==> config.mk <==
export PLATFORM = sky130hd
export DESIGN_NAME = multi_port_bus_arbiter_flat
export DESIGN_NICKNAME = d
export VERILOG_FILES = /design/src/rtl/multi_port_bus_arbiter_if.sv /design/src/rtl/multi_port_bus_arbiter.sv /design/src/flat_wrapper.sv
export SDC_FILE = /design/constraint.sdc
export NUM_CORES = 1
export LEC_CHECK = 0
export CORE_AREA = 3 3 171 173
export CTS_CLUSTER_SIZE = 40
export DETAILED_ROUTE_END_ITERATION = 6
export DIE_AREA = 0 0 174 176
export SLEW_MARGIN = 20
export SYNTH_ARGS = -nofsm -noshare
export SYNTH_HDL_FRONTEND = slang
export SYNTH_SLANG_ARGS = --single-unit
==> constraint.sdc <==
create_clock -name clk_i -period 2.8 [get_ports clk_i]
set_input_delay 0.56 -clock clk_i [delete_from_list [all_inputs] [get_ports clk_i]]
set_output_delay 0.56 -clock clk_i [all_outputs]
set_load 0.1 [all_outputs]
==> src/rtl/multi_port_bus_arbiter_if.sv <==
// multi_port_bus_arbiter_if: signal bundle between the requesters, the arbiter and the external bus.
// Parameters match the arbiter: NUM_PORTS, BUS_ADDRESS_WIDTH, BUS_DATA_WIDTH_SHIFT.
// slave modport (arbiter side):
//   in : req_addr_i[NUM_PORTS*AW], req_data_i[NUM_PORTS*DW], req_we_i, req_valid_i, req_urgent_i, bus_valid_i
//   out: req_valid_o (completion pulses), bus_addr_o, bus_data_o, bus_we_o, bus_valid_o, grant_idx_o, busy_o
// master modport: the same signals seen from the requester/bus side.
interface multi_port_bus_arbiter_if #(
  parameter int NUM_PORTS            = 2,
  parameter int BUS_ADDRESS_WIDTH    = 20,
  parameter int BUS_DATA_WIDTH_SHIFT = 4
);
  localparam int DW = 8 << BUS_DATA_WIDTH_SHIFT;
  localparam int AW = BUS_ADDRESS_WIDTH - BUS_DATA_WIDTH_SHIFT;
  localparam int IW = NUM_PORTS > 2 ? $clog2(NUM_PORTS) : 1;
  logic [NUM_PORTS*AW-1:0] req_addr_i;
  logic [NUM_PORTS*DW-1:0] req_data_i;
  logic [NUM_PORTS-1:0]    req_we_i;
  logic [NUM_PORTS-1:0]    req_valid_i;
  logic [NUM_PORTS-1:0]    req_urgent_i;
  logic [NUM_PORTS-1:0]    req_valid_o;
  logic [AW-1:0]           bus_addr_o;
  logic [DW-1:0]           bus_data_o;
  logic                    bus_we_o;
  logic                    bus_valid_o;
  logic                    bus_valid_i;
  logic [IW-1:0]           grant_idx_o;
  logic                    busy_o;
  modport slave (
    input  req_addr_i, req_data_i, req_we_i, req_valid_i, req_urgent_i, bus_valid_i,
    output req_valid_o, bus_addr_o, bus_data_o, bus_we_o, bus_valid_o, grant_idx_o, busy_o
  );
  modport master (
    output req_addr_i, req_data_i, req_we_i, req_valid_i, req_urgent_i, bus_valid_i,
    input  req_valid_o, bus_addr_o, bus_data_o, bus_we_o, bus_valid_o, grant_idx_o, busy_o
  );
endinterface

==> src/rtl/multi_port_bus_arbiter.sv <==
// multi_port_bus_arbiter: N-port arbiter sharing one memory bus, urgent class first, grant held until bus completion.
// Ports: clk_i, rst_i (sync, active-high); bus = multi_port_bus_arbiter_if.slave (requester inputs, bus outputs,
//   per-port completion pulses, grant_idx_o, busy_o).
// Macro ARB_ROUND_ROBIN_EN: defined gives rotating priority starting after the last grant;
//   undefined gives fixed priority (lowest index wins) and no last-grant register.
module multi_port_bus_arbiter #(
  parameter int NUM_PORTS            = 2,
  parameter int BUS_ADDRESS_WIDTH    = 20,
  parameter int BUS_DATA_WIDTH_SHIFT = 4
) (
  input logic clk_i,
  input logic rst_i,
  multi_port_bus_arbiter_if.slave bus
);
  localparam int DW = 8 << BUS_DATA_WIDTH_SHIFT;
  localparam int AW = BUS_ADDRESS_WIDTH - BUS_DATA_WIDTH_SHIFT;
  localparam int IW = NUM_PORTS > 2 ? $clog2(NUM_PORTS) : 1;
  typedef enum logic {IDLE, BUSY} state_t;
  state_t state_q, state_d;
  logic [IW-1:0] grant_q, grant_d, win;
  logic [NUM_PORTS-1:0] urg, cand;
  logic busy, start;
  assign urg   = bus.req_valid_i & bus.req_urgent_i;
  assign cand  = |urg ? urg : bus.req_valid_i;
  assign start = state_q == IDLE && |bus.req_valid_i;
`ifdef ARB_ROUND_ROBIN_EN
  logic [IW-1:0] last_q, win_hi;
  logic hi;
  // Rotating scan: lowest candidate above last_q wins, otherwise wrap to lowest candidate overall.
  always_comb begin
    win    = '0;
    win_hi = '0;
    hi     = 1'b0;
    for (int i = NUM_PORTS - 1; i >= 0; i--) begin
      if (cand[i]) win = IW'(i);
      if (cand[i] && i > int'(last_q)) begin
        win_hi = IW'(i);
        hi     = 1'b1;
      end
    end
    win = hi ? win_hi : win;
  end
  always_ff @(posedge clk_i)
    last_q <= rst_i ? IW'(NUM_PORTS - 1) : start ? win : last_q;
`else
  always_comb begin
    win = '0;
    for (int i = NUM_PORTS - 1; i >= 0; i--)
      if (cand[i]) win = IW'(i);
  end
`endif
  always_comb begin
    state_d = state_q == IDLE ? (start ? BUSY : IDLE) : (bus.bus_valid_i ? IDLE : BUSY);
    grant_d = start ? win : grant_q;
  end
  always_ff @(posedge clk_i) begin
    if (rst_i) begin
      state_q <= IDLE;
      grant_q <= '0;
    end else begin
      state_q <= state_d;
      grant_q <= grant_d;
    end
  end
  assign busy            = state_q == BUSY;
  assign bus.busy_o      = busy;
  assign bus.bus_valid_o = busy;
  assign bus.grant_idx_o = grant_q;
  assign bus.bus_addr_o  = busy ? bus.req_addr_i[int'(grant_q)*AW +: AW] : '0;
  assign bus.bus_data_o  = busy ? bus.req_data_i[int'(grant_q)*DW +: DW] : '0;
  assign bus.bus_we_o    = busy & bus.req_we_i[grant_q];
  assign bus.req_valid_o = (busy && bus.bus_valid_i) ? (NUM_PORTS'(1) << grant_q) : '0;
endmodule
==> src/flat_wrapper.sv <==
// flat-port wrapper written by rule: the top's interface ports become plain ports
module multi_port_bus_arbiter_flat 
#(
  parameter int NUM_PORTS            = 2,
  parameter int BUS_ADDRESS_WIDTH    = 20,
  parameter int BUS_DATA_WIDTH_SHIFT = 4
)
  (clk_i, rst_i, bus_req_addr_i, bus_req_data_i, bus_req_we_i, bus_req_valid_i, bus_req_urgent_i, bus_bus_valid_i, bus_req_valid_o, bus_bus_addr_o, bus_bus_data_o, bus_bus_we_o, bus_bus_valid_o, bus_grant_idx_o, bus_busy_o);
  multi_port_bus_arbiter_if #(.NUM_PORTS(NUM_PORTS), .BUS_ADDRESS_WIDTH(BUS_ADDRESS_WIDTH), .BUS_DATA_WIDTH_SHIFT(BUS_DATA_WIDTH_SHIFT)) bus_i ();
  input logic clk_i;
  input logic rst_i;
  input wire logic [$bits(bus_i.req_addr_i)-1:0] bus_req_addr_i;
  input wire logic [$bits(bus_i.req_data_i)-1:0] bus_req_data_i;
  input wire logic [$bits(bus_i.req_we_i)-1:0] bus_req_we_i;
  input wire logic [$bits(bus_i.req_valid_i)-1:0] bus_req_valid_i;
  input wire logic [$bits(bus_i.req_urgent_i)-1:0] bus_req_urgent_i;
  input wire logic [$bits(bus_i.bus_valid_i)-1:0] bus_bus_valid_i;
  output wire logic [$bits(bus_i.req_valid_o)-1:0] bus_req_valid_o;
  output wire logic [$bits(bus_i.bus_addr_o)-1:0] bus_bus_addr_o;
  output wire logic [$bits(bus_i.bus_data_o)-1:0] bus_bus_data_o;
  output wire logic [$bits(bus_i.bus_we_o)-1:0] bus_bus_we_o;
  output wire logic [$bits(bus_i.bus_valid_o)-1:0] bus_bus_valid_o;
  output wire logic [$bits(bus_i.grant_idx_o)-1:0] bus_grant_idx_o;
  output wire logic [$bits(bus_i.busy_o)-1:0] bus_busy_o;
  assign bus_i.req_addr_i = bus_req_addr_i;
  assign bus_i.req_data_i = bus_req_data_i;
  assign bus_i.req_we_i = bus_req_we_i;
  assign bus_i.req_valid_i = bus_req_valid_i;
  assign bus_i.req_urgent_i = bus_req_urgent_i;
  assign bus_i.bus_valid_i = bus_bus_valid_i;
  assign bus_req_valid_o = bus_i.req_valid_o;
  assign bus_bus_addr_o = bus_i.bus_addr_o;
  assign bus_bus_data_o = bus_i.bus_data_o;
  assign bus_bus_we_o = bus_i.bus_we_o;
  assign bus_bus_valid_o = bus_i.bus_valid_o;
  assign bus_grant_idx_o = bus_i.grant_idx_o;
  assign bus_busy_o = bus_i.busy_o;
  multi_port_bus_arbiter #(.NUM_PORTS(NUM_PORTS), .BUS_ADDRESS_WIDTH(BUS_ADDRESS_WIDTH), .BUS_DATA_WIDTH_SHIFT(BUS_DATA_WIDTH_SHIFT)) u_core (.clk_i(clk_i), .rst_i(rst_i), .bus(bus_i));
endmodule
==> impl_metrics.py, run 1 <==
metrics = {
    "status": {
        "status": "finished clean",
    },
    "timing": {
        "final-hold-violation-count": 0,
        "fmax_mhz": 416.8,
        "drv_slew": 0,
        "rsz0062_at_grt": "false",
        "relSlewSlack_pct": 62.26,
        "worstMarginPinSlew_ns": 0.5661,
        "setup_viol": 0,
        "fin_worst_skew_ns": 0.00002010,
        "min_period_over_period_pct": 85.70,
        "finalCriticalPeriod_ns": 2.399,
    },
    "cts": {
        "cts_setup_buffers": 0,
        "insertion_delay_ns": 0.22,
        "hold_buffers": 0,
        "clock_tree.htree_level_count": 1,
        "cts_root_buffer": "clkbuf_16",
        "cts_tree": "done",
        "max-clock-path-buffers": 2,
        "cts-resized-gates": 0,
        "clk_pin_slew_worst_paths_ns": 0.03,
        "numClockSinks": 2,
        "cts_buffers": 3,
    },
    "drt": {
        "wl_met3_mm": 1.776,
        "vias": 4134,
        "wl_met1_mm": 6.413,
        "drt-pass1-iter-count": 4,
        "wl_met2_mm": 9.988,
        "wl_per_cell_um": 15.78,
        "viasPerCell": 3.582,
        "ant_nets": 0,
        "first_iter_violations": 61,
        "drc": 0,
        "wirelength_mm": 18.21,
        "routed.top_layer": "met4",
    },
    "setup_path": {
        "r2r_slack_ns": 1.64,
        "r2r_start": "u_core.bus.bus_valid_o$_SDFF_PP0_",
        "crit_type": "flop to primary output",
        "critPathCaptureType": "primary output",
        "worst-path-max-fanout": 51,
        "r2r_cells": 2,
        "cp_slowest_cell": "dfxtp_4",
        "critPathMaxStageDelay_ns": 0.50,
        "cp-start-kind": "flop",
        "critPathTopFamily": "buffers and inverters",
        "critPathRequiredTime_ns": 2.24,
        "timing.rr.end": "u_core.bus.grant_idx_o$_SDFFE_PP0P_",
        "path_buf_inv": 2,
        "path_cells": "buf_12, mux2i_1, nor2b_4, buf_12",
        "cp.arrival_ns": 1.84,
        "cpMostUsedCell": "buf_12",
    },
    "grt": {
        "grt_max_degree": 52,
        "antenna_found_initial": 1,
        "grtUsageTotal_pct": 10.85,
        "grt_pass1_wl_mm": 26.25,
        "grt_pass1_vias": 4482,
        "grt-ovfl-total": 0,
    },
    "logic_synthesis": {
        "synth_cells": 336,
        "synth_cell_types": 16,
        "netlist_area_mm2": 0.002839,
        "syn_nets": 633,
        "synth_area_per_cell_um2": 8.449,
        "seq_area_frac_synth_pct": 1.410,
        "ys_warn_count": 0,
        "ys_ff_latch": 2,
    },
    "worst_hold_path": {
        "hold_end": "u_core.bus.grant_idx_o$_SDFFE_PP0P_",
        "min_from": "u_core.bus.grant_idx_o$_SDFFE_PP0P_",
        "holdPathStages": 3,
        "timing.hold.worst.class": "flop to flop",
    },
    "floorplan": {
        "chipHeight_um": 176,
        "rows": 61,
        "die-area_mm2": 0.03062,
        "start_util_pct": 10.22,
        "die_w_um": 174,
        "core_area_mm2": 0.02778,
        "io_pins": 447,
    },
    "cells_and_area": {
        "design_area_mm2": 0.01003,
        "nNetsFinal": 1074,
        "final_layout_size_suffix_gt1_share_pct": 42.32,
        "area_delta_synth_final_pct": 253.3,
    },
    "placement": {
        "port_buffers": 446,
        "dpl_cell_area_mm2": 0.009953,
        "place.gp.congestion": 0.7471,
        "hpwlAfterDp_mm": 16.37,
    },
    "power_and_ir_drop": {
        "p_sw_share_pct": 53.10,
        "power_switching_mw": 1.709,
        "power_density_mw_per_mm2": 320.8,
        "pwr-share-comb_pct": 91.7,
        "p_int_mw": 1.509,
        "irDropWorstVdd_mv": 0.3583,
        "power.clock.fraction_pct": 6.5,
        "p_leak_nw": 3.755,
        "pwr-share-seq_pct": 1.8,
        "power_mw": 3.218,
    },
    "run": {
        "drv_cap": 0,
    },
}
## through the flow
stage | utilization [%] | TNS (ns) | cells | hold slack (ns) | worst slack, ns
4_1_cts | 36.10 | 0 | 1153 | 0.8089 | 0.4097
3_5_place_dp | 35.83 | 0 | 1150 | 0.8037 | 0.6154
2_1_floorplan | - | -10.74 | 336 | 0.6262 | -0.2101
5_1_grt | 36.11 | 0 | 1154 | 0.8331 | 0.3466
6_report | 36.11 | 0 | 1154 | 0.7970 | 0.4005
3_3_place_gp | 35.83 | 0 | 1150 | 0.7900 | 0.6058
## cell type report
cell class | count | area (um^2)
diodes | 1 | 2.502
fillers | 2819 | 17750
multi-input cells | 299 | 3246
repair buffers | 470 | 6183
inverters | 1 | 3.754
well taps | 378 | 473.0
flip-flops and latches | 2 | 47.55
clock buffers | 3 | 75.07
## flip-flops by register name (all words and copies together), names as in the netlist
name                    count
u_core.bus.grant_idx_o      1
u_core.bus.bus_valid_o      1
## worst max-delay path by stage
stage          cells after the start                           startpoint                   to  slack [ns]
2_1_floorplan                      3    u_core.bus.bus_valid_o$_SDFF_PP0_    bus_bus_addr_o[2]       -0.21
3_3_place_gp                       4                  bus_req_data_i[194]   bus_bus_data_o[66]        0.61
3_5_place_dp                       4                  bus_req_data_i[194]   bus_bus_data_o[66]        0.62
4_1_cts                            4  u_core.bus.grant_idx_o$_SDFFE_PP0P_   bus_bus_data_o[99]        0.41
5_1_grt                            4  u_core.bus.grant_idx_o$_SDFFE_PP0P_   bus_bus_data_o[95]        0.35
6_report                           4  u_core.bus.grant_idx_o$_SDFFE_PP0P_  bus_bus_data_o[103]        0.40
## power by group through the flow
stage / clock network, mW / logic (mW) / registers [mW]
2_1_floorplan: 0 / 1.79 / 0.0503
3_3_place_gp: 0 / 2.96 / 0.0600
3_5_place_dp: 0 / 2.97 / 0.0595
4_1_cts: 0.215 / 2.98 / 0.0595
5_1_grt: 0.218 / 3.04 / 0.0615
6_report: 0.211 / 2.95 / 0.0577
## worst reg2reg max path, cell delays in order, from the launching register on
cell      delay, ns
dfxtp_4        0.70
nor2b_1        0.13
a221oi_2       0.24
## kinds of logic after synthesis
logic type	synth area share [%]
AOI/OAI and AO/OA	0.7932
and+or+nand+nor	33.23
DFF	1.410
muxes	51.12
buffers and inverters	13.44
## cells in the mapped netlist
cell      count  area share (%)
a211oi_1      1            0.26
buf_12       13             9.2
buf_8         2             1.1
dfxtp_1       2             1.4
nor3_1        1            0.18
inv_2         1            0.13
nor2b_1     146              32
nand2_1       1            0.13
clkbuf_1     14             1.9
buf_4         4             1.1
nor2_1        2            0.26
buf_2         1            0.18
nand3b_1      1            0.26
nand2b_1      1            0.22
mux2i_1     145              51
a221oi_2      1            0.53
## layout by cell type (no fill, tap or decap)
| cell type | netlist | routed |
|---|---|---|
| clkdlybuf4s50_1 | 0 | 296 |
| buf_12 | 13 | 153 |
| mux2i_1 | 145 | 145 |
| nor2b_4 | 0 | 91 |
| nor2b_2 | 0 | 54 |
| buf_4 | 4 | 21 |
| clkbuf_16 | 0 | 3 |
| dfxtp_4 | 0 | 2 |
| diode_2 | 0 | 1 |
| nand2_1 | 1 | 1 |
| nor2_4 | 0 | 1 |
| inv_2 | 1 | 1 |
| nor2_2 | 0 | 1 |
| nor3_1 | 1 | 1 |
| a211oi_1 | 1 | 1 |
| nand2b_1 | 1 | 1 |
| nor2b_1 | 146 | 1 |
| nand3b_1 | 1 | 1 |
| a221oi_2 | 1 | 1 |
## layer usage
layer,GRT usage (%),up-vias
li1,-,2016
met1,11.54,1866
met2,21.56,248
met3,3.419,4
met4,0.9383,0
met5,0,-
(Power assumes the default switching activity.)
==> run 2: changes to the inputs <==
--- a/config.mk
+++ b/config.mk
@@ -5,10 +5,10 @@
 export SDC_FILE = /design/constraint.sdc
 export NUM_CORES = 1
 export LEC_CHECK = 0
-export CORE_AREA = 3 3 171 173
+export CORE_AREA = 2 2 175 177
 export CTS_CLUSTER_SIZE = 40
 export DETAILED_ROUTE_END_ITERATION = 6
-export DIE_AREA = 0 0 174 176
+export DIE_AREA = 0 0 177 179
 export SLEW_MARGIN = 20
 export SYNTH_ARGS = -nofsm -noshare
 export SYNTH_HDL_FRONTEND = slang
==> run 2 against run 1 <==
Effect of this change:
- non-clock buffer count rose by 1
- final area up 0.52%
- maximum frequency up 1.5%
- core utilization decreased by 2.5 points
- sequential power shrank 1%
- clock-buffer cell count did not move
- hold slack improved by 0.00085 ns
- critical path depth increased by 1
- die area increased by 3.5%
- clock skew about the same
==> impl_metrics.py, run 2 (synthesis gave the netlist of run 1 again) <==
metrics = {
    "grt": {
        "antenna_found_initial": 1,
        "grt_pass1_wl_mm": 23.65,
        "grt_max_degree": 50,
        "grt_pass1_vias": 4273,
        "grt-ovfl-total": 0,
        "grtUsageTotal_pct": 9.439,
    },
    "cts": {
        "clk_pin_slew_worst_paths_ns": 0.03,
        "cts_buffers": 3,
        "cts_root_buffer": "clkbuf_16",
        "cts-resized-gates": 0,
        "numClockSinks": 2,
        "insertion_delay_ns": 0.22,
        "hold_buffers": 0,
        "cts_setup_buffers": 0,
        "cts_tree": "done",
        "clock_tree.htree_level_count": 1,
        "max-clock-path-buffers": 2,
    },
    "setup_path": {
        "cp.arrival_ns": 1.80,
        "cp_slowest_cell": "dfxtp_4",
        "critPathRequiredTime_ns": 2.24,
        "cpMostUsedCell": "buf_12",
        "path_depth": 5,
        "worst-path-max-fanout": 24,
        "critPathMaxStageDelay_ns": 0.47,
        "cp-start-kind": "flop",
        "crit_type": "flop to primary output",
        "path_buf_inv": 3,
        "critPathTopFamily": "buffers and inverters",
        "critPathCaptureType": "primary output",
        "r2r_cells": 2,
        "path_cells": "buf_12, buf_4, mux2i_1, nor2b_4, buf_12",
    },
    "drt": {
        "wirelength_mm": 16.95,
        "vias": 4129,
        "drt-pass1-iter-count": 4,
        "ant_nets": 0,
        "drc": 0,
        "viasPerCell": 3.523,
        "first_iter_violations": 40,
        "wl_per_cell_um": 14.47,
    },
    "floorplan": {
        "die_w_um": 177,
        "core_area_mm2": 0.03003,
        "io_pins": 447,
        "rows": 64,
        "start_util_pct": 9.454,
        "die-area_mm2": 0.03168,
        "chipHeight_um": 179,
    },
    "power_and_ir_drop": {
        "p_leak_nw": 3.768,
        "power_density_mw_per_mm2": 319.8,
        "irDropWorstVdd_mv": 0.1545,
    },
    "cells_and_area": {
        "final_cell_mix": "296 x clkdlybuf4s50_1, 155 x buf_12, 145 x mux2i_1",
        "design_area_mm2": 0.01008,
        "diodes": 0,
        "area_delta_synth_final_pct": 255.2,
        "final_common_cell": "clkdlybuf4s50_1",
        "final_layout_size_suffix_gt1_share_pct": 42.40,
        "nNetsFinal": 1075,
    },
    "timing": {
        "hold_ws_ns": 0.7978,
        "min_period_over_period_pct": 84.40,
        "final-hold-violation-count": 0,
        "fin_worst_skew_ns": 0.0002748,
        "worstMarginPinSlew_ns": 0.5938,
        "setup_viol": 0,
        "drv_slew": 0,
        "fmax_mhz": 423.2,
        "relSlewSlack_pct": 60.41,
        "rsz0062_at_grt": "false",
        "finalCriticalPeriod_ns": 2.363,
    },
    "placement": {
        "hpwlAfterDp_mm": 14.84,
        "place.gp.congestion": 0.7108,
        "dpl_cell_area_mm2": 0.01001,
        "port_buffers": 446,
    },
    "status": {
        "status": "finished clean",
    },
    "worst_hold_path": {
        "timing.hold.worst.class": "flop to flop",
        "holdPathStages": 3,
    },
    "run": {
        "drv_cap": 0,
    },
}
-- run 2: metal layers --
metal	track usage (%)	vias up	wire length [um]	share of wire (%)
li1	-	2013	-	-
met1	9.967	1853	5821	34
met2	18.53	254	9050	53
met3	3.075	9	1983	12
met4	1.067	0	98	0.58
met5	0	-	0	0
-- run 2: layout make-up --
cell class	count	area, um^2
fillers	2996	19950
clock buffers	3	75.07
flip-flops and latches	2	47.55
repair buffers	471	6216
inverters	1	3.754
multi-input cells	299	3246
well taps	396	495.5
-- run 2: final timing paths --
check / startpoint / end / slack, ns
max: u_core.bus.grant_idx_o$_SDFFE_PP0P_ / bus_bus_data_o[104] / 0.44
min: u_core.bus.grant_idx_o$_SDFFE_PP0P_ / u_core.bus.grant_idx_o$_SDFFE_PP0P_ / 0.80
max reg2reg: u_core.bus.bus_valid_o$_SDFF_PP0_ / u_core.bus.grant_idx_o$_SDFFE_PP0P_ / 1.64
min reg2reg: u_core.bus.grant_idx_o$_SDFFE_PP0P_ / u_core.bus.grant_idx_o$_SDFFE_PP0P_ / 0.80
-- run 2: metrics by stage --
stage	power, mW	utilization, %	instances	worst slack [ns]	TNS (ns)
after floorplan	1.836	-	336	-0.2101	-10.74
after global placement	3.024	33.33	1169	0.6420	0
after detailed placement	3.036	33.33	1169	0.6254	0
after CTS	3.262	33.58	1172	0.3817	0
after global routing	3.337	33.58	1172	0.2865	0
final	3.225	33.58	1172	0.4368	0
-- run 2: power by group --
part / total (mW) / internal (mW) / switching (mW)
Clock: 0.216 / 0.182 / 0.0340
Combinational: 2.95 / 1.30 / 1.65
Sequential: 0.0570 / 0.0310 / 0.0260
-- run 2: worst reg2reg max path: stages (launching register included) --
cell and delay [ns]:
dfxtp_4 0.72, nor2b_1 0.14, a221oi_2 0.22
